$ cat src/rtl/mips_dbg_pkg.sv
// ---------------------------------------------------------------------------
// mips_dbg_pkg
// Shared types and constants for the MIPS debug / performance-monitor slice.
//   cnt_sel_e      : counter bank index, also the encoding of the cnt_sel port
//   trace_entry_t  : one captured register writeback {dest, data}
//   FWD_NONE       : forwarding-select value meaning "operand not forwarded"
//   NUM_CNT        : number of event counters in the bank
// ---------------------------------------------------------------------------
package mips_dbg_pkg;

  typedef enum logic [2:0] {
    CNT_CYCLES       = 3'd0,
    CNT_STALLS       = 3'd1,
    CNT_BR_TAKEN     = 3'd2,
    CNT_BR_NOT_TAKEN = 3'd3,
    CNT_FORWARDS     = 3'd4,
    CNT_MEM_WRITES   = 3'd5,
    CNT_REG_WRITES   = 3'd6,
    CNT_DROPS        = 3'd7
  } cnt_sel_e;

  typedef struct packed {
    logic [4:0]  dest;
    logic [31:0] data;
  } trace_entry_t;

  localparam logic [1:0] FWD_NONE = 2'b00;
  localparam int         NUM_CNT  = 8;

endpackage

$ cat src/rtl/mips_trace_fifo.sv
// ---------------------------------------------------------------------------
// mips_trace_fifo
// Show-ahead FIFO of trace_entry_t used to buffer register writebacks.
// Ports:
//   clock, reset     : system clock, asynchronous active-low reset
//   clear            : synchronous flush (pointers back to 0)
//   push, push_entry : write request and payload
//   pop              : read request; ignored while empty
//   head             : entry at the read pointer, all-zero while empty
//   full, empty      : occupancy flags
// A push while full is accepted only if a pop frees the slot in the same
// cycle; otherwise it is discarded (the caller counts the drop).
// ---------------------------------------------------------------------------
module mips_trace_fifo
  import mips_dbg_pkg::*;
#(
  parameter int DEPTH = 8
) (
  input  logic         clock,
  input  logic         reset,
  input  logic         clear,
  input  logic         push,
  input  trace_entry_t push_entry,
  input  logic         pop,
  output trace_entry_t head,
  output logic         full,
  output logic         empty
);

  localparam int AW = $clog2(DEPTH);

  // Extra MSB on each pointer distinguishes full from empty.
  logic [AW:0]  wr_ptr_q, wr_ptr_d;
  logic [AW:0]  rd_ptr_q, rd_ptr_d;
  trace_entry_t mem_q [DEPTH];
  logic         do_push_s;
  logic         do_pop_s;

  assign empty     = (wr_ptr_q == rd_ptr_q);
  assign full      = (wr_ptr_q[AW] != rd_ptr_q[AW]) &&
                     (wr_ptr_q[AW-1:0] == rd_ptr_q[AW-1:0]);
  assign do_pop_s  = pop & ~empty;
  // Full with a simultaneous pop: the write reuses the slot being vacated.
  assign do_push_s = push & (~full | do_pop_s);

  // Next-state pointer computation, clear has priority.
  always_comb begin
    wr_ptr_d = wr_ptr_q;
    rd_ptr_d = rd_ptr_q;
    if (clear) begin
      wr_ptr_d = {(AW+1){1'b0}};
      rd_ptr_d = {(AW+1){1'b0}};
    end else begin
      if (do_push_s) begin
        wr_ptr_d = wr_ptr_q + {{AW{1'b0}}, 1'b1};
      end else begin
        wr_ptr_d = wr_ptr_q;
      end
      if (do_pop_s) begin
        rd_ptr_d = rd_ptr_q + {{AW{1'b0}}, 1'b1};
      end else begin
        rd_ptr_d = rd_ptr_q;
      end
    end
  end

  // Pointer registers.
  always_ff @(posedge clock or negedge reset) begin
    if (!reset) begin
      wr_ptr_q <= {(AW+1){1'b0}};
      rd_ptr_q <= {(AW+1){1'b0}};
    end else begin
      wr_ptr_q <= wr_ptr_d;
      rd_ptr_q <= rd_ptr_d;
    end
  end

  // Entry storage; contents are never observable while empty, so no reset.
  always_ff @(posedge clock) begin
    if (do_push_s && !clear) begin
      mem_q[wr_ptr_q[AW-1:0]] <= push_entry;
    end
  end

  assign head = empty ? {5'd0, 32'd0} : mem_q[rd_ptr_q[AW-1:0]];

endmodule

$ cat src/rtl/mips_perf_monitor.sv
// ---------------------------------------------------------------------------
// mips_perf_monitor
// Passive observer of the pipelined MIPS core: a bank of saturating event
// counters plus a trace FIFO of register writebacks.
// Ports:
//   clock, reset        : system clock, asynchronous active-low reset
//   enable              : gates counting and trace capture
//   clear               : synchronous flush of counters, FIFO and overflow
//   stall_in .. write_data_in : core status observed each cycle
//   cnt_sel, cnt_data   : counter read port, one-cycle registered latency
//   trace_valid/dest/data, trace_ready : show-ahead trace drain interface
//   overflow            : sticky, set when a capture hit a full FIFO
// ---------------------------------------------------------------------------
module mips_perf_monitor
  import mips_dbg_pkg::*;
#(
  parameter int CNT_W       = 16,
  parameter int TRACE_DEPTH = 8
) (
  input  logic             clock,
  input  logic             reset,
  input  logic             enable,
  input  logic             clear,
  input  logic             stall_in,
  input  logic             branch_in,
  input  logic             zero_in,
  input  logic             mem_write_in,
  input  logic             reg_write_in,
  input  logic [1:0]       op_fa_in,
  input  logic [1:0]       op_fb_in,
  input  logic [4:0]       dest_in,
  input  logic [31:0]      write_data_in,
  input  logic [2:0]       cnt_sel,
  output logic [CNT_W-1:0] cnt_data,
  output logic             trace_valid,
  output logic [4:0]       trace_dest,
  output logic [31:0]      trace_data,
  input  logic             trace_ready,
  output logic             overflow
);

  localparam logic [CNT_W-1:0] CNT_MAX = {CNT_W{1'b1}};

  logic [CNT_W-1:0] cnt_q [NUM_CNT];
  logic [CNT_W-1:0] cnt_d [NUM_CNT];
  logic [1:0]       inc_s [NUM_CNT];
  logic [CNT_W:0]   sum_s;
  logic [CNT_W-1:0] cnt_data_q, cnt_data_d;
  logic             overflow_q, overflow_d;

  logic             wb_valid_s;
  logic             push_s;
  logic             drop_s;
  logic             full_s;
  logic             empty_s;
  trace_entry_t     push_entry_s;
  trace_entry_t     head_s;

  // A writeback to r0 is architecturally a no-op and is neither counted nor traced.
  assign wb_valid_s   = reg_write_in & (dest_in != 5'd0);
  assign push_s       = enable & wb_valid_s & ~stall_in;
  // Dropped only if nothing is popped in the same cycle to make room.
  assign drop_s       = push_s & full_s & ~(trace_ready & ~empty_s);
  assign push_entry_s = '{dest: dest_in, data: write_data_in};

  // Per-counter increment amounts for this cycle.
  always_comb begin
    for (int i = 0; i < NUM_CNT; i++) begin
      inc_s[i] = 2'd0;
    end
    if (enable) begin
      inc_s[CNT_CYCLES]       = 2'd1;
      inc_s[CNT_STALLS]       = {1'b0, stall_in};
      inc_s[CNT_BR_TAKEN]     = {1'b0, branch_in & zero_in};
      inc_s[CNT_BR_NOT_TAKEN] = {1'b0, branch_in & ~zero_in};
      inc_s[CNT_FORWARDS]     = {1'b0, op_fa_in != FWD_NONE} +
                                {1'b0, op_fb_in != FWD_NONE};
      inc_s[CNT_MEM_WRITES]   = {1'b0, mem_write_in};
      inc_s[CNT_REG_WRITES]   = {1'b0, wb_valid_s};
      inc_s[CNT_DROPS]        = {1'b0, drop_s};
    end else begin
      for (int i = 0; i < NUM_CNT; i++) begin
        inc_s[i] = 2'd0;
      end
    end
  end

  // Saturating add: a carry out of the counter width means we passed the max.
  always_comb begin
    sum_s = {(CNT_W+1){1'b0}};
    for (int i = 0; i < NUM_CNT; i++) begin
      sum_s = {1'b0, cnt_q[i]} + {{(CNT_W-1){1'b0}}, inc_s[i]};
      if (clear) begin
        cnt_d[i] = {CNT_W{1'b0}};
      end else if (sum_s[CNT_W]) begin
        cnt_d[i] = CNT_MAX;
      end else begin
        cnt_d[i] = sum_s[CNT_W-1:0];
      end
    end
  end

  // Read-port and overflow next state; read samples pre-edge counter values.
  always_comb begin
    cnt_data_d = cnt_data_q;
    overflow_d = overflow_q;
    if (clear) begin
      cnt_data_d = {CNT_W{1'b0}};
      overflow_d = 1'b0;
    end else begin
      cnt_data_d = cnt_q[cnt_sel];
      overflow_d = overflow_q | drop_s;
    end
  end

  // Counter bank, read register and sticky overflow.
  always_ff @(posedge clock or negedge reset) begin
    if (!reset) begin
      for (int i = 0; i < NUM_CNT; i++) begin
        cnt_q[i] <= {CNT_W{1'b0}};
      end
      cnt_data_q <= {CNT_W{1'b0}};
      overflow_q <= 1'b0;
    end else begin
      for (int i = 0; i < NUM_CNT; i++) begin
        cnt_q[i] <= cnt_d[i];
      end
      cnt_data_q <= cnt_data_d;
      overflow_q <= overflow_d;
    end
  end

  mips_trace_fifo #(
    .DEPTH (TRACE_DEPTH)
  ) u_trace_fifo (
    .clock      (clock),
    .reset      (reset),
    .clear      (clear),
    .push       (push_s),
    .push_entry (push_entry_s),
    .pop        (trace_ready),
    .head       (head_s),
    .full       (full_s),
    .empty      (empty_s)
  );

  assign cnt_data    = cnt_data_q;
  assign overflow    = overflow_q;
  assign trace_valid = ~empty_s;
  assign trace_dest  = head_s.dest;
  assign trace_data  = head_s.data;

endmodule
$ cat config.mk
export PLATFORM = sky130hd
export DESIGN_NAME = mips_perf_monitor
export DESIGN_NICKNAME = d
export VERILOG_FILES = /design/src/rtl/mips_dbg_pkg.sv /design/src/rtl/mips_trace_fifo.sv /design/src/rtl/mips_perf_monitor.sv
export SDC_FILE = /design/constraint.sdc
export NUM_CORES = 1
export LEC_CHECK = 0
export CAP_MARGIN = 20
export CORE_ASPECT_RATIO = 1.2
export CORE_MARGIN = 2
export CORE_UTILIZATION = 35
export DETAILED_ROUTE_END_ITERATION = 16
export GPL_ROUTABILITY_DRIVEN = 0
export SYNTH_ARGS = -nofsm -noshare
export SYNTH_HDL_FRONTEND = slang
export SYNTH_SLANG_ARGS = --single-unit
$ cat constraint.sdc
create_clock -name clock -period 15.8 [get_ports clock]
set_clock_uncertainty 0.1 [all_clocks]
set_input_delay 4.74 -clock clock [delete_from_list [all_inputs] [get_ports clock]]
set_output_delay 4.74 -clock clock [all_outputs]
set_load 0.05 [all_outputs]
-- Yosys cells after proc, flatten, opt, wreduce, memory -nomap -nowiden
Memory sizes are Yosys's and may differ from the RTL's.
Index checks and enable logic that the tools add are counted.
- RAM bits: 296
- register bits after elaboration: 153
- word-level logic and storage cells: 82
- input bits: 54
- memories: 1
- output and inout port bits: 55
- memory list (memory ; words ; width ; rd ports ; clocked after memory_dff ; write ports ; RTL line ; RTL):
    u_trace_fifo.mem_q ; 8 ; 37 ; 1 ; 0 ; 1 ; mips_trace_fifo.sv:35 ; trace_entry_t mem_q [DEPTH];
- bitwise operators: 17
- $add $sub $neg: 11
- eq/ne operators: 3
- reductions and logical operators: 8
- $lt $le $gt $ge: 1
- multiplexer cells: 29
- operators by type and width (operator ; count):
    2-to-1 mux 16 bit ; 19
    adder 16 x 2 -> 17 bit ; 8
    binary-select mux 16 bit (select 3 bit) ; 1
    2-to-1 mux 37 bit ; 1
    2-to-1 mux 4 bit ; 4
    2-to-1 mux 15 bit ; 1
    AND 1 bit ; 9
    adder 4 x 1 -> 4 bit (second input constant) ; 2
    nonzero test 2 bit ; 4
    NOT 1 bit ; 5
    nonzero test 5 bit ; 1
    == test 4 bit ; 1
    greater-or-equal comparator 4 bit (second input constant) ; 1
    NOT 3 -> 4 bit ; 1
    == test 3 bit ; 1
    2-to-1 mux 1 bit ; 3
    adder 1 x 1 -> 2 bit ; 1
    logical AND 1 bit ; 2
    OR 1 bit ; 2
    zero test 1 bit ; 1
    != test 1 bit ; 1

-- Longest topological paths before layout
- depth after elaboration: 10
- depth in mapped cells: 11
- depth with buffers taken out: 10

-- By module
A second synthesis with hierarchy kept.
- cells, all modules: 1324
- area, all modules: 20014.2 um^2
- by module, submodules not included (module ; cells an instance ; area an instance (um^2) ; times used ; sequential area each (um^2)):
    mips_trace_fifo ; 554 ; 11917.7 ; 1 ; 9088.7
    mips_perf_monitor ; 770 ; 8096.5 ; 1 ; 3628.5

-- Worst setup path after synthesis
OpenSTA, ideal clock, no wires.
- path kind: input -> register
- from: input port stall_in
- to: memory u_trace_fifo.mem_q[1][0] in the netlist's numbering (enable)
- required time: 15.163 ns
- arrival time: 9.184 ns
- stages: 4
- buffers on the path: 0
- setup time: 0.537 ns
- path slack: 5.979 ns
- cell sequence: and3b_1 -> o21ai_1 -> a21o_1 -> nor4b_1
- longest elaborated chain between the ends: 6
- RTL lines (item ; RTL line ; RTL):
    from (decl) ; mips_perf_monitor.sv:24 ; input logic stall_in,
    NOT 1 bit ; mips_perf_monitor.sv:61 ; assign push_s = enable & wb_valid_s & ~stall_in;
    AND 1 bit ; mips_perf_monitor.sv:61 ;
    AND 1 bit ; mips_trace_fifo.sv:44 ; assign do_push_s = push & (~full | do_pop_s);
    logical AND 1 bit ; mips_trace_fifo.sv:80 ; if (do_push_s && !clear) begin
    2-to-1 mux 1 bit ; mips_trace_fifo.sv:80 ;
    2-to-1 mux 1 bit (not written as such) ; mips_trace_fifo.sv:81 ; mem_q[wr_ptr_q[AW-1:0]] <= push_entry;
    to (decl) ; mips_trace_fifo.sv:35 ;
No other way between the ends.

-- Worst setup path after layout
- from: register u_trace_fifo.rd_ptr_q[0]
- to: output port trace_data[15]
- longest elaborated chain between the ends: 2
- elaborated cells between the ends (all ways): 3
- those cells by class: eq/ne (1); mux (1); memory (1)
- RTL lines (item ; RTL line ; RTL):
    from (decl) ; mips_trace_fifo.sv:34 ; logic [AW:0] rd_ptr_q, rd_ptr_d;
    from (signal assigned) ; mips_trace_fifo.sv:71 ; rd_ptr_q <= {(AW+1){1'b0}};
    from (signal assigned) ; mips_trace_fifo.sv:74 ; rd_ptr_q <= rd_ptr_d;
    memory read (8 x 37 bit) / == test 4 bit (equally long branches) ; - ;
    2-to-1 mux 37 bit (*) ; mips_trace_fifo.sv:85 ; assign head = empty ? {5'd0, 32'd0} : mem_q[rd_ptr_q[AW-1:0]];
    to (decl) ; mips_perf_monitor.sv:37 ; output logic [31:0] trace_data,
Mark *: on every way between the ends. The rest lies on a longest branch, timed or not.

==> flow_summary.yaml <==
die:
  die-height_microns: 264.6
  num_rows: 95
  initial_core_util_pct: 35.38
  fp.coreArea_sq_mm: 0.05598
  design.die.area_sq_mm: 0.05852
  io_pins: 109
  die_x_microns: 221.2
routing:
  num_vias: 11590
  drt-pass1-iter-count: 4
  dr_wl_met3_microns: 2167
  viasPerCell: 5.352
  drc_errors: 0
  met2_length_microns: 23060
  wl_per_cell_microns: 21.29
  routed_wl_microns: 46100
  ant_nets: 0
  top_layer: "met5"
  drt_iter0_markers: 923
  met1_length_microns: 19630
sta:
  tightestPinTransition_ns: 0.9641
  fin_crit_ns: 8.826
  fmax_mhz: 113.3
  fin_setup_tns_ns: 0
  slew_headroom_pct: 35.73
  slew_violations: 0
  setup_viol: 0
  hold_viol: 0
  finalCritPeriodShare_pct: 55.86
  grt_setup_unrepaired: "false"
  holdWs_ns: 0.4876
synth:
  syn_area_sq_mm: 0.01981
  synth_enable_flop_cells: 296
  synthFlopType: "edfxtp_1"
  seq_area_frac_synth_pct: 64.21
  synthArstFlopShare_pct: 34.08
  avgSynthCellArea_sq_um: 15.21
  ys_types: 62
  ys_ff_latch: 449
  postSynthCellCount: 1302
  ys_warn_count: 0
  syn-num-nets: 1376
power_and_ir_drop:
  intPower_mw: 2.009
  seqPwrFrac_pct: 48.8
  swShare_pct: 22.95
  pwr-share-clk_pct: 43.7
  finalPower_mw: 2.607
  vdd_ir_drop_max_v: 0.00009516
  netSwitchingPower_mw: 0.5984
  p_leak_nw: 8.037
  p_comb_share_pct: 7.5
  power_density_mw_per_mm2: 112.2
setup_path:
  worstRegToRegCells: 9
  r2r-start: "u_trace_fifo.rd_ptr_q[0]$_DFFE_PN0P_"
  crit_required_ns: 10.96
  cp-start-kind: "register"
  crit_fanout: 46
  criticalPathCategory: "reg -> out"
  path_buf_inv: 2
  crit_arrival_ns: 3.99
  reg2reg_slack_ns: 12.12
  cp_cell_sequence: "buf_4, mux4_2, mux2i_1, nor2_1, clkdlybuf4s50_1"
  end_kind: "output port"
  reg2reg_to: "cnt_q[13]$_DFF_PN0_"
  cp_top_family: "buffers and inverters"
  worst_path_max_delay_cell: "dfrtp_4"
  cpPeakStageDelay_ns: 0.85
clock_network:
  worstSkewPairLatency_ns: 0.59
  cts_resized: 0
  hold_buffers: 0
  cts_max_level: 2
  cts.path.max_buffers: 3
  cts-root-buf: "clkbuf_16"
  post_cts_buffers: 0
  cts_tree: "done"
  clkTransAtPathRegs_ns: 0.06
  cts_buffers: 48
  cts_num_sinks: 449
finish:
  final_util_pct: 41.50
  design_area_sq_mm: 0.02323
  drive_gt1_share_pct: 16.27
  multi_input_area_sq_mm: 0.006680
  diodes: 0
  final_common_cell: "edfxtp_1"
  syn_to_final_growth_pct: 17.31
  fin_nets: 1474
  final_cell_mix: "edfxtp_1, dfrtp_1, a21oi_1"
  regArea_sq_mm: 0.01273
  final.fill_count: 5054
global_route:
  grt_max_degree: 93
  grt_pass1_wl_microns: 71030
  grt_antenna_before_repair: 2
  grt_pass1_vias: 11920
  grt_overflow_total: 0
  gr-usage-all-layers_pct: 15.59
placement:
  place_area_sq_mm: 0.02163
  io_buffers: 108
  dpl.hpwl_microns: 27380
hold_path:
  hold_path_depth: 2
  min_from: "cnt_q[11]$_DFF_PN0_"
  hold_class: "reg -> reg"
  min_to: "cnt_q[11]$_DFF_PN0_"
flow_run:
  maxCapViolCount: 0
run_status:
  status: "completed"
## how the worst max path moves through the flow
stage | startpoint | end | cells past startpoint
floorplan | stall_in | u_trace_fifo.mem_q[1][0]$_DFFE_PP_ | 4
global placement | u_trace_fifo.rd_ptr_q[0]$_DFFE_PN0P_ | trace_data[15] | 5
detailed placement | u_trace_fifo.rd_ptr_q[0]$_DFFE_PN0P_ | trace_data[15] | 5
CTS | u_trace_fifo.rd_ptr_q[0]$_DFFE_PN0P_ | trace_data[15] | 5
global route | u_trace_fifo.rd_ptr_q[0]$_DFFE_PN0P_ | trace_data[15] | 5
finish | u_trace_fifo.rd_ptr_q[0]$_DFFE_PN0P_ | trace_data[15] | 5
## kinds of logic after synthesis
family	Yosys count	share of synthesized area [%]
flip-flops	449	64.21
AND/OR/NAND/NOR	314	8.793
AO/OA/AOI/OAI	171	5.155
multiplexers	164	15.03
buffers and inverters	112	2.325
XOR/XNOR	72	3.184
adder cells (fa/ha/maj)	20	1.301
## registers in the layout (all words and copies together), names as in the netlist
register and count:
overflow 1, u_trace_fifo.mem_q 296, u_trace_fifo.rd_ptr_q 4, u_trace_fifo.wr_ptr_q 4, cnt_q 128, cnt_data 16
## layout make-up
class | count | share of cell area (%)
multi-input cells | 741 | 28.75
inverters | 38 | 0.6139
flip-flops and latches | 449 | 54.77
clock inverters | 23 | 1.233
clock buffers | 65 | 5.660
repair buffers | 122 | 5.057
well taps | 727 | 3.915
## tightest hold or removal path, delay by kind of cell (launching register included)
kind                   cells  cell delay [ns]
AO/OA/AOI/OAI              1             0.06
buffers and inverters      1             0.07
flip-flops                 1             0.42
## power groups by stage
stage | combinational, mW | clock [mW] | sequential, mW
after floorplan | 0.131 | 0 | 1.29
after global placement | 0.198 | 0 | 1.30
after detailed placement | 0.200 | 0 | 1.30
after CTS | 0.200 | 1.17 | 1.27
after global routing | 0.212 | 1.22 | 1.27
final | 0.196 | 1.14 | 1.27
## synth_stat cells, types with 11 or more instances
master	count	area [sq um]
and3_1	15	93.84
mux2i_1	56	560.5
and4_1	18	157.7
and2_1	11	68.82
a31oi_1	18	112.6
nor4_1	14	87.58
nand3_1	28	140.1
nor3_1	26	130.1
xnor2_1	26	227.7
inv_1	37	138.9
edfxtp_1	296	8889
ha_1	19	237.7
nand2_1	48	180.2
clkbuf_1	41	153.9
xor2_1	46	402.9
nand4_1	36	225.2
buf_2	29	145.1
a21oi_1	106	530.5
mux4_2	104	2342
nor2_1	70	262.8
dfrtp_1	153	3829
## routing by layer
metal / GRT usage (%) / vias to the layer above
met5: 0 / -
met4: 4.535 / 4
met3: 3.137 / 80
met2: 26.81 / 254
met1: 19.99 / 5998
li1: - / 5251
## per-stage QoR
stage | worst slack, ns | cells
3_5_place_dp | 7.492 | 2077
2_1_floorplan | 5.979 | 1302
6_report | 6.974 | 2165
5_1_grt | 6.671 | 2165
4_1_cts | 6.833 | 2165
3_3_place_gp | 7.526 | 2077
Note: power is estimated with default switching activity, not from simulation.
